[src/rtl/conv_accumulator_pkg.sv]
// Shared definitions for the convolution window accumulator.
//   state_t       : accumulator FSM states (idle, accumulating, result held)
//   DATA_W        : data path width (fixed at 16 in this revision)
//   KLEN_DEFAULT  : default number of partial products per window
package conv_accumulator_pkg;

  localparam int unsigned DATA_W       = 16;
  localparam int unsigned KLEN_DEFAULT = 9;

  typedef enum logic [1:0] {
    StIdle = 2'd0,
    StAcc  = 2'd1,
    StDone = 2'd2
  } state_t;

endpackage

[src/rtl/conv_accumulator_csa.sv]
// 16-bit carry-select adder.
//   x, y : addends
//   sum  : x + y modulo 2^16
//   cout : carry out of bit 15
// The low byte ripples; the high byte is computed for both carry-in values
// and the low-byte carry selects the correct result.
module CSA_16BIT (
  input  logic [15:0] x,
  input  logic [15:0] y,
  output logic [15:0] sum,
  output logic        cout
);

  logic [8:0] lo;
  logic [8:0] hi_c0;
  logic [8:0] hi_c1;

  always_comb begin
    lo    = {1'b0, x[7:0]} + {1'b0, y[7:0]};
    hi_c0 = {1'b0, x[15:8]} + {1'b0, y[15:8]};
    hi_c1 = {1'b0, x[15:8]} + {1'b0, y[15:8]} + 9'd1;
    if (lo[8]) begin
      sum  = {hi_c1[7:0], lo[7:0]};
      cout = hi_c1[8];
    end else begin
      sum  = {hi_c0[7:0], lo[7:0]};
      cout = hi_c0[8];
    end
  end

endmodule

[src/rtl/conv_accumulator.sv]
// Convolution window accumulator: sums KLEN signed partial products per
// window and presents the wrapped sum plus a sticky signed-overflow flag.
//   clk, rst_n          : clock (rising edge), async active-low reset
//   clr                 : synchronous window abort (beats priority over handshakes)
//   in_valid/in_ready   : input handshake, in_data is a signed partial product
//   out_valid/out_ready : output handshake for out_data/out_ovf
module conv_accumulator
  import conv_accumulator_pkg::*;
#(
  parameter int unsigned KLEN = KLEN_DEFAULT,
  parameter int unsigned DW   = DATA_W
) (
  input  logic          clk,
  input  logic          rst_n,
  input  logic          clr,
  input  logic          in_valid,
  output logic          in_ready,
  input  logic [DW-1:0] in_data,
  output logic          out_valid,
  input  logic          out_ready,
  output logic [DW-1:0] out_data,
  output logic          out_ovf
);

  localparam int unsigned CW = $clog2(KLEN + 1);

  state_t        state_q, state_d;
  logic [DW-1:0] acc_q, acc_d;
  logic [CW-1:0] cnt_q, cnt_d;
  logic          ovf_q, ovf_d;
  // Holds in_ready low until the first clock after reset release.
  logic          live_q;

  logic [DW-1:0] add_sum;
  logic          add_ovf;
  logic [CW-1:0] cnt_inc;
  logic          in_hs;
  logic          out_hs;

  CSA_16BIT u_adder (
    .x    (acc_q),
    .y    (in_data),
    .sum  (add_sum),
    .cout ()
  );

  // Signed overflow: operands agree in sign, sum disagrees.
  assign add_ovf = (acc_q[DW-1] == in_data[DW-1]) && (add_sum[DW-1] != acc_q[DW-1]);
  assign cnt_inc = cnt_q + CW'(1);

  always_comb begin
    in_ready  = live_q && (state_q != StDone);
    out_valid = (state_q == StDone);
    out_data  = acc_q;
    out_ovf   = ovf_q;
  end

  assign in_hs  = in_valid && in_ready;
  assign out_hs = out_valid && out_ready;

  always_comb begin
    state_d = state_q;
    acc_d   = acc_q;
    cnt_d   = cnt_q;
    ovf_d   = ovf_q;
    if (clr) begin
      state_d = StIdle;
      acc_d   = '0;
      cnt_d   = '0;
      ovf_d   = 1'b0;
    end else begin
      unique case (state_q)
        StIdle: begin
          if (in_hs) begin
            acc_d   = in_data;
            cnt_d   = CW'(1);
            ovf_d   = 1'b0;
            state_d = (KLEN == 1) ? StDone : StAcc;
          end
        end
        StAcc: begin
          if (in_hs) begin
            acc_d = add_sum;
            cnt_d = cnt_inc;
            ovf_d = ovf_q | add_ovf;
            if (cnt_inc == CW'(KLEN)) begin
              state_d = StDone;
            end
          end
        end
        StDone: begin
          if (out_hs) begin
            state_d = StIdle;
            cnt_d   = '0;
          end
        end
        default: begin
          state_d = StIdle;
        end
      endcase
    end
  end

  always_ff @(posedge clk or negedge rst_n) begin
    if (!rst_n) begin
      state_q <= StIdle;
      acc_q   <= '0;
      cnt_q   <= '0;
      ovf_q   <= 1'b0;
      live_q  <= 1'b0;
    end else begin
      state_q <= state_d;
      acc_q   <= acc_d;
      cnt_q   <= cnt_d;
      ovf_q   <= ovf_d;
      live_q  <= 1'b1;
    end
  end

endmodule

[config.mk]
export PLATFORM = sky130hd
export DESIGN_NAME = conv_accumulator
export DESIGN_NICKNAME = d
export VERILOG_FILES = /design/src/rtl/conv_accumulator_pkg.sv /design/src/rtl/conv_accumulator_csa.sv /design/src/rtl/conv_accumulator.sv
export SDC_FILE = /design/constraint.sdc
export NUM_CORES = 1
export LEC_CHECK = 0
export CORE_MARGIN = 4
export CORE_UTILIZATION = 25
export CTS_CLUSTER_SIZE = 8
export DETAILED_ROUTE_END_ITERATION = 12
export HOLD_SLACK_MARGIN = 0.12
export SLEW_MARGIN = 5
export SYNTH_ARGS = -nofsm -noshare
export SYNTH_HDL_FRONTEND = slang
export SYNTH_SLANG_ARGS = --single-unit
[constraint.sdc]
create_clock -name clk -period 2.95 [get_ports clk]
set_input_delay 0.59 -clock clk [delete_from_list [all_inputs] [get_ports clk]]
set_output_delay 0.59 -clock clk [all_outputs]
set_load 0.01 [all_outputs]
## Word level (Yosys, flattened, before mapping)

Index checks and enable logic that the tools add are counted.

| word-level totals | value |
|---|---|
| register bits | 24 |
| latch bits | 0 |
| RAM bits | 0 |
| ROM bits | 0 |
| bits of input ports | 21 |
| output and inout port bits | 19 |
| logic and storage cells | 50 |
| memories | 0 |

| operators by class | value |
|---|---|
| add/subtract/negate cells | 4 |
| $mul | 0 |
| divide/modulo/power cells | 0 |
| $lt $le $gt $ge | 0 |
| equal/unequal tests | 10 |
| shifts and indexed selects | 0 |
| muxes and demuxes | 20 |
| bitwise gates (word level) | 1 |
| reductions and logical operators | 10 |

Operator list:

| kind | count |
|---|---|
| $mux 16 | 4 |
| $pmux 16 s2 | 1 |
| $mux 4 | 4 |
| $pmux 4 s3 | 1 |
| $mux 2 | 5 |
| $add 8x8->9 | 1 |
| $ne 3x3->1 const B | 3 |
| $add 8x1->8 const B | 1 |
| $add 8x8->8 | 1 |
| $reduce_and 4->1 | 2 |
| $pmux 2 s3 | 1 |
| $add 4x1->4 const B | 1 |
| $eq 4x4->1 const B | 1 |
| $logic_and 1x1->1 | 4 |
| $reduce_bool 4->1 | 1 |
| $mux 1 | 3 |
| $ne 3x2->1 const B | 1 |
| $reduce_and 3->1 | 1 |
| $reduce_bool 3->1 | 1 |
| $eq 2x1->1 const B | 1 |
| $eq 2x2->1 const B | 1 |
| $logic_not 2->1 | 1 |
| $ne 2x2->1 const B | 1 |
| $pmux 1 s2 | 1 |
| 3 further kinds | 3 |

## Logic depth before layout (Yosys ltp)

Gate-level depths: netlist of run 1.

| logic depth | value |
|---|---|
| depth in word-level cells | 9 |
| gate-level depth with buffers | 10 |

## Hierarchy

From an unflattened synthesis of run 1, not the netlist that was laid out.

| unflattened totals | value |
|---|---|
| cells, all modules | 234 |
| area, all modules | 2198.4 µm² |

By module, submodules not included:

| module | instances | cells an instance | area each (µm²) | seq. area each (µm²) |
|---|---|---|---|---|
| conv_accumulator | 1 | 141 | 1407.6 | 600.6 |
| CSA_16BIT | 1 | 93 | 790.8 | 0.0 |

## Worst setup path before layout of run 1

OpenSTA, ideal clock, no wires.

| timing path | value |
|---|---|
| kind | input-to-reg |
| start | input port in_data[0] |
| end | register ovf_q (netlist: out_ovf) |
| data arrival time | 2467 ps |
| path slack | 359 ps |
| cell stages on the path | 9 |
| cell sequence | ha_1 > fa_1 > a21o_1 > nand4_1 > a21oi_1 > o211a_4 > a31o_2 > and3_1 > o31a_1 |

| on the way | value |
|---|---|
| cells in the longest elaborated chain, start to end | 8 |

Ends and longest elaborated chain:

| item | RTL line | source |
|---|---|---|
| start: declaration | conv_accumulator.sv:18 | `input logic [DW-1:0] in_data,` |
| $add 8x8->9 | conv_accumulator_csa.sv:19 | `lo = {1'b0, x[7:0]} + {1'b0, y[7:0]};` |
| $mux 16 | conv_accumulator_csa.sv:22 | `if (lo[8]) begin` |
| $ne 1x1->1 | conv_accumulator.sv:48 | `assign add_ovf = (acc_q[DW-1] == in_data[DW-1]) && (add_sum[DW-1] != acc_q[DW-1]);` |
| $logic_and 1x1->1 | conv_accumulator.sv:48 |  |
| $or 1x1->1 | conv_accumulator.sv:85 | `ovf_d = ovf_q \| add_ovf;` |
| $mux 1 | conv_accumulator.sv:82 | `if (in_hs) begin` |
| $pmux 1 s2 | conv_accumulator.sv:72 | `unique case (state_q)` |
| $mux 1 | conv_accumulator.sv:66 | `if (clr) begin` |
| end signal: assignment | conv_accumulator.sv:115 | `ovf_q <= ovf_d;` |
| end: declaration | conv_accumulator.sv:30 | `logic ovf_q, ovf_d;` |

Every way passes these cells. The select of a mux whose other input is x is not followed.
A chain may end at the register's enable or synchronous reset.

## Worst setup path after layout of run 1

Ends and elaborated chain as after synthesis.

==> run metrics, run 1 <==
Area growth, synth to finish 31.7%; origin of the worst setup path in_data[0]; final hold slack 567 ps; fin nets 353; gr usage total 10.9%; Leak 1.29 nW; CP startpoint kind input pin; RSZ-0062 raised after global routing false; relative slew slack 66.1%; Worst Path Max Fanout 3; Worst-path clk slew 100 ps; max incr delay on CP 420 ps; CTS tree done; first-pass GRT wire length 9370 um; initial antenna violation count 0; Critical R2R Launch out_data[0]$_DFFE_PN0P_; DRT antenna net count 0; synthesized area 0.00222 mm^2; Post-Syn Area per Cell 8.83 um^2; Vias 2024; Synth area leader dfrtp_1; clock root buffer clkbuf_8; Max Slew Vio Count 0; total grt overflow 0; Final Util 33.6%; P per Cell Area 552 mW/mm^2; synth unique cells 53; Clock Latency Late Sink 270 ps; CTS buffer count 3; Final Hold Vio Count 0; cell family with the largest share of critical-path delay compound AO/OA/AOI/OAI gates; Clock Tree Buf Depth 2; Peak supply drop 232 uV; Num Clock Sinks 24; top-area cell type share of the netlist area 27.1%; Setup-failing EPs final 0; hold_buf cts 0; #FFs+latches synth 24; period utilization 95.8%; Worst Hold Launch out_data[13]$_DFFE_PN0P_; Die Height 102 um; Initial Util 25.5%; Mapped Cells 251; Total Wirelength 5640 um; initial drt markers 136; largest net degree at the start of global routing 27; die area 0.0104 mm^2; Crit-path slowest cell clkdlybuf4s50_1; worst-margin pin slew 507 ps; Top FF cell, synth dfrtp_1; worst path cell trace clkdlybuf4s50_1 > ha_1 > fa_1 > a21o_1 > nand4_1 > a21oi_1 > o211a_4 > a31o_2 > and3_1 > o31a_1; core area 0.00868 mm^2; critical path capture point type flop; Fillers 934; EDFF count, synth 0; fmax 354 MHz; CP arrival 2990 ps; Placement Cell Area 0.00284 mm^2; YS warnings 0; Antenna Cells 0; share of post-route cells with drive strength above 1 13.4%; postcts setup bufs 0; DPL Wire Length 4370 um; WS Path Type input pin to flop; Port Buf Inserts 39; # DRC 0; first drt pass iteration count 4; register area share after synthesis 27.1%; vias in the first global route 2007; vias per std cell 4.88; WL per Instance 13.6 um; syn_nets 296; post_cts resized 0; fraction of registers with async set/reset 100%; final instance area 0.00292 mm^2; Hold Crit Class flop to flop; Core Rows 34; H-tree depth reported by CTS 1; status finished clean; I/O pins 40; PnR Total Power 1.61 mW; Period minus WS final 2830 ps; MaxCap Viol Count 0; Setup Skew 4.57 ps; crit path buf inv count 1; routability cong. 0.897; top cells by area, synth dfrtp_1, ha_1, xnor2_1; CP Data Required Time 3120 ps; r2r setup slk 460 ps; Die Width 102 um
## metal layers
metal  vias up  global-route usage, %  share of wire (%)
li1       1032                      -                  -
met1       956                   15.4                 50
met2        34                   18.1                 46
met3         2                   2.05                3.7
met4         0                   1.01               0.14
met5         -                      0                  0
## per-stage QoR
| step | setup WS, ps | instances | setup TNS (ps) |
|---|---|---|---|
| 2_1_floorplan | 359 | 251 | 0 |
| 3_3_place_gp | -138 | 411 | -601 |
| 3_5_place_dp | -218 | 411 | -1020 |
| 4_1_cts | 75.1 | 415 | 0 |
| 5_1_grt | 2.25 | 415 | 0 |
| 6_report | 125 | 415 | 0 |
## layout by cell type, fill, tap and decap left out, drive strengths merged, types with 3 or more instances in the layout
cell           instances
a2111oi                3
a211o                  5
a211oi                 9
a21o                   6
a21oi                 22
a31oi                  5
and3                   5
buf                   22
clkbuf                 3
clkdlybuf4s50         39
dfrtp                 24
ha                    22
inv                   11
mux2i                  9
nand2                 18
nand3                  6
nor2                  24
nor2b                  3
nor3                   5
o21ai                 15
or2                    3
xnor2                 13
xor2                   4
## flip-flops by register name, summed over array words and instances (netlist names)
signal    cells
cnt_q         4
state_q       2
live_q        1
out_ovf       1
out_data     16
## worst reg2reg max path, cell delays in order (launching register included)
cell and delay, ps:
dfrtp_1 410, ha_1 220, fa_1 410, a21o_1 190, nand4_1 110, a21oi_1 110, o211a_4 280, a31o_2 260
and3_1 170, o31a_1 230
## final cells by class
cell class              count  area, um^2  area share, %
multi-input cells         207        1520           51.9
well taps                 108         135           4.63
flip-flops and latches     24         601           20.6
clock buffers               3        41.3           1.41
clock inverters             1        30.0           1.03
repair buffers             61         556           19.0
inverters                  11        41.3           1.41
## synth_stat cells, types with 3 or more instances
cell type and n:
dfrtp_1 24, nor2_1 24, ha_1 22, a21oi_1 19, nand2_1 18, xnor2_1 13, o21ai_0 12, inv_1 11
a211oi_1 9, mux2i_1 9, a21o_1 6, a211o_1 5, a31oi_1 5, nand3_1 5, nor3_1 5, xor2_1 4
a21oi_2 3, and3_1 3, buf_6 3, clkbuf_1 3, nor2b_1 3, o21ai_1 3
## cells by family (layout without fill, tap and decap cells)
kind of cell               count (synthesis)  in the layout  synth area share (%)
xor gates and xnor gates                  17             17                  6.72
AOI/OAI and AO/OA                         80             80                  24.8
and+or+nand+nor                           75             75                  17.4
DFF                                       24             24                  27.1
other                                      1              1                 0.169
adders and majority gates                 24             24                  14.2
muxes                                     10             10                  4.57
buffers and inverters                     20             76                  4.97
## report_power, final
part           leakage, nW  total [mW]  internal (mW)  switching, mW
Clock               0.0357       0.300          0.182          0.118
Combinational        0.928       0.879          0.426          0.453
Sequential           0.322       0.433          0.379         0.0539
Total                 1.29        1.61          0.986          0.625
## worst paths after layout
| check | to | cells after the start |
|---|---|---|
| min in group asynchronous | out_data[8]$_DFFE_PN0P_ | 2 |
| setup reg to reg | out_ovf$_DFFE_PN0P_ | 9 |
| hold reg to reg | out_data[13]$_DFFE_PN0P_ | 2 |
| max in group asynchronous | out_data[15]$_DFFE_PN0P_ | 2 |
| hold / removal | out_data[13]$_DFFE_PN0P_ | 2 |
| setup / recovery | out_ovf$_DFFE_PN0P_ | 10 |
No activity file was read; power rests on OpenSTA's default activity.
==> inputs of run 2 (changes only) <==
--- a/constraint.sdc
+++ b/constraint.sdc
@@ -3,2 +3,2 @@
 set_output_delay 0.59 -clock clk [all_outputs]
-set_load 0.01 [all_outputs]
+set_load 0.05 [all_outputs]
==> results of run 2 <==
The final DEF is identical to that of run 1. Status: finished clean.
Among the figures that moved: total power 1.61 mW -> 1.72 mW; worst IR drop on VDD 232 uV -> 260 uV
==> variant 1 (flow settings as in run 2) <==
`KLEN_DEFAULT`: 9 -> 8.
--- a/src/rtl/conv_accumulator_pkg.sv
+++ b/src/rtl/conv_accumulator_pkg.sv
@@ -7,3 +7,3 @@
   localparam int unsigned DATA_W       = 16;
-  localparam int unsigned KLEN_DEFAULT = 9;
+  localparam int unsigned KLEN_DEFAULT = 8;
 
Function: changed (a bounded check fails within 10 cycles, from zero or initial values and one cycle with rst_n low).
==> variant 1 against run 2 <==
Setup slack got worse by 0.065 ns. Cell area increased by 3.9%. Global-route usage increased by 0.68 points. Synthesized cell count decreased by 3.2%. Sequential cell count unchanged. Area after synthesis decreased by 5.3%. Total power increased by 2.4%. Non-clock buffer count increased by 18. Critical path depth decreased by 2. Wire length decreased by 0.92%. Sequential share of layout area decreased by 0.74 points. Largest cell class unchanged. Largest power group unchanged. Highest routed layer unchanged.
==> variant 1: results (changes against run 2) <==
status finished, final reports clean; slowest stage delay, CP 0.45 ns (+0.03 ns); DR vias 2014 (-0.49%); Hold Path Class register to register; Routed WL 5.59 mm (-0.92%); Pwr per Cell Area 582 nW/um2 (-1.5%); I/O Buffers 39 (unchanged); layout cells sized above 1 19.5% (+6.1 points); H-tree lvl count 1 (unchanged); Root Buffer clkbuf_8; clock transition at the registers of the reported paths 0.10 ns (about the same); Critical Path Slowest Stage Cell or4b_1; R2R setup slack 0.20 ns (-0.26 ns); Clock Tree Buf Depth 2 (unchanged); Synthesized Nets 287 (-3.0%); hold depth 2 (unchanged); Synth area leaders dfrtp_1 (29%), ha_1 (13%), mux2i_1 (5.2%); gpl congestion 0.815 (-9.1%); DRT Pass-1 Iters 6 (+2); Nets 363 (+2.8%); number of global-route vias before repair 1949 (-2.9%); fin crit share 98.0% (+2.2 points); Net Switching 741 uW (+0.35%); Post-DP Area 2880 um2 (+1.6%); ANT cells 0 (unchanged); skew final 0.00195 ns (-0.00262 ns); post-place setup slack -0.524 ns (-0.306 ns); FILL cells 865 (-7.4%); Pleak 1.32 nW (+2.4%); Largest register FFs 16 (unchanged); register area share after synthesis 28.6% (+1.5 points); Global Route Usage Sum 11.6% (+0.68 points); largest net degree at the start of global routing 28 (+3.7%); Tightest Pin Transition 0.902 ns (+0.385 ns); First DRT Iteration DRCs 57 (-58%); DPL Wire Length 4.22 mm (-3.4%); Max FO, Critical Path 2 (-1); Worst path top cell family by delay simple AND/OR/NAND/NOR gates; Synth Warn # 0 (unchanged); Async SR Flop Fraction 100% (unchanged); Post-synth top flop dfrtp_1; Worst IR Drop VDD 0.383 mV (+47%); R2R cell count 9 (unchanged); Post-synth top cells nor2_1 (25), dfrtp_1 (24), ha_1 (21); total CTS buffers 3 (unchanged); global-route wire length before repair 9.46 mm (+0.95%); critical path data arrival time 3.06 ns (+0.07 ns); initial antenna violation count 0 (unchanged); Synth cell types 49 (-7.5%); Worst-Skew Late Latency between 0.2 and 0.3 ns
==> variant 1: cells by family after synthesis <==
logic type,after synthesis,synth area share (%)
xor gates and xnor gates,15,6.26
AOI/OAI and AO/OA,67,21.6
DFF,24,28.6
buffers and inverters,14,2.50
and+or+nand+nor,88,21.1
other,1,0.179
muxes,11,5.25
adders and majority gates,23,14.4
==> variant 1: worst paths after layout <==
check,startpoint,endpoint
max,in_data[13],out_ovf$_DFFE_PN0P_
min,state_q[0]$_DFFE_PN0P_,state_q[0]$_DFFE_PN0P_
max reg2reg,out_data[8]$_DFFE_PN0P_,out_ovf$_DFFE_PN0P_
min reg2reg,state_q[0]$_DFFE_PN0P_,state_q[0]$_DFFE_PN0P_
max in group asynchronous,rst_n,out_data[8]$_DFFE_PN0P_
min in group asynchronous,rst_n,out_data[14]$_DFFE_PN0P_
==> variant 1: through the flow <==
step,TNS [ns],std cells,hold WS [ns],total power [mW]
CTS,0,422,0.534,1.76
floorplan,0,243,0.294,1.08
global placement,-1.63,416,0.504,1.41
global route,0,423,0.594,1.89
finish,0,423,0.537,1.77
detailed placement,-1.88,416,0.512,1.43
==> variant 1: power groups by stage <==
stage	clock, mW	sequential [mW]	combinational, mW
2_1_floorplan	0	0.539	0.540
3_3_place_gp	0	0.433	0.982
3_5_place_dp	0	0.434	0.999
4_1_cts	0.315	0.429	1.01
5_1_grt	0.326	0.440	1.13
6_report	0.309	0.429	1.03
==> variant 1: final cells by class <==
| cell class | instances | share of cell area, % |
|---|---|---|
| inverters | 6 | 0.742 |
| repair buffers | 79 | 22.7 |
| well taps | 105 | 4.33 |
| clock inverters | 1 | 0.990 |
| clock buffers | 3 | 1.36 |
| flip-flops and latches | 24 | 19.8 |
| multi-input cells | 205 | 50.1 |
==> variant 1: metal layers <==
| layer | global-route usage [%] | share of wire [%] | vias up |
|---|---|---|---|
| met5 | 0 | 0 | - |
| met4 | 3.05 | 1.1 | 0 |
| met3 | 1.89 | 3.4 | 6 |
| met2 | 17.5 | 43 | 41 |
| met1 | 17.2 | 53 | 921 |
| li1 | - | - | 1046 |
==> variant 1: worst register-to-register path: cells and delay by family, from the launching register on <==
kind / cells / cell delay [ns]
DFF: 1 / 0.39
AOI/OAI and AO/OA: 3 / 0.41
adders and majority gates: 2 / 0.43
and+or+nand+nor: 4 / 1.41
==> variant 1: what timing repair did <==
action,4_1_cts,5_1_grt
endpoints found under the setup margin,2,2
resized for setup,10,7
hold buffers,0,0
pin swaps,4,4
buffers inserted,2,1
==> variant 2 (flow settings as in run 2) <==
Made on the original files. Re-encode `state_t` (3 states) as one-hot, 3 bits wide.
--- a/src/rtl/conv_accumulator_pkg.sv
+++ b/src/rtl/conv_accumulator_pkg.sv
@@ -9,6 +9,6 @@
 
-  typedef enum logic [1:0] {
-    StIdle = 2'd0,
-    StAcc  = 2'd1,
-    StDone = 2'd2
+  typedef enum logic [2:0] {
+    StIdle = 3'b001,
+    StAcc  = 3'b010,
+    StDone = 3'b100
   } state_t;
Function: no difference found for any inputs over 10 cycles, from zero or initial values and one cycle with rst_n low; not proved beyond that.
==> variant 2 against run 2 <==
Cell area increased by 6.1%. Combinational power fell by 38%. Area after synthesis is 0.68% lower. Wire length grew 12%. Non-clock buffer count is 17 higher. Critical path depth shrank 2. Final cell count rose by 7.5%. Register-to-register slack got worse by 0.13 ns. Maximum frequency down 2.1%. Setup slack worse by 0.061 ns. Sequential cell count grew 1. Total power fell by 28%. Critical endpoint unchanged. Largest cell class unchanged.
==> variant 2: results (changes against run 2) <==
Synth cell types 48 (-9.4%); Clock-cell share 1.49% (-0.95 points); First DRT Iteration DRCs 116 (-15%); Pwr per Cell Area 403 nW/um2 (-32%); Post-synth top cells nand2_1 (34), nor2_1 (27), a21oi_1 (25); FF+latch area 627 um2 (+4.4%); skew final 0.00164 ns (-0.00294 ns); Pleak 1.34 nW (+4.3%); post-CTS sizing 3 (+3); count of multi-input gates 226 (+9.2%); Worst IR Drop VDD 0.174 mV (-33%); FILL cells 869 (-7.0%); Nets 383 (+8.5%); start point of the critical path in_data[11]; layout cells sized above 1 19.9% (+6.6 points); status finished, final reports clean; Switching Share 40.2% (-2.7 points); Max FO, Critical Path 7 (+4); Non-clock buffers 78 (+28%); global-route wire length before repair 10.8 mm (+15%); Inverters 8 (-3); DPL Wire Length 4.77 mm (+9.2%); register bit total from synthesis 25 (+4.2%); Critical R2R Launch out_data[8]$_DFFE_PN0P_; gpl congestion 0.846 (-5.6%); Synthesized Nets 310 (+4.7%); xor-xnor portion of the synthesized cell area 6.77% (+0.046 points); Post-Syn Area 2200 um2 (-0.68%); DR vias 2220 (+9.7%)
variant 2: cell count changes after synthesis, sizes merged, moves of 5 or more:
cell / delta
nand2: +16
a21oi: +5
a311oi: +7
a211oi: -8
mux2i: -9
clkbuf: +6
variant 2: through the flow:
stage	setup WS (ns)	cells	area [um2]	hold slack [ns]
floorplan	0.0336	269	2200	0.294
global placement	-0.361	441	2970	0.522
detailed placement	-0.376	441	2970	0.526
CTS	0.0118	445	3030	0.557
global route	-0.0482	446	3100	0.575
finish	0.0641	446	3100	0.552
variant 2: worst max-delay path: stages:
cell	delay, ns
clkdlybuf4s50_1	0.43
ha_2	0.44
a21oi_4	0.10
a2111oi_1	0.42
nor4b_1	0.13
or4_4	0.55
and3_1	0.16
o31a_1	0.23
variant 2: routing by layer:
layer  track usage (%)  vias up  routed length [um]
li1                  -     1130                   -
met1              17.6     1050                2980
met2              21.8       36                3080
met3              2.05        4                 179
met4              2.62        0                  50
met5                 0        -                   0
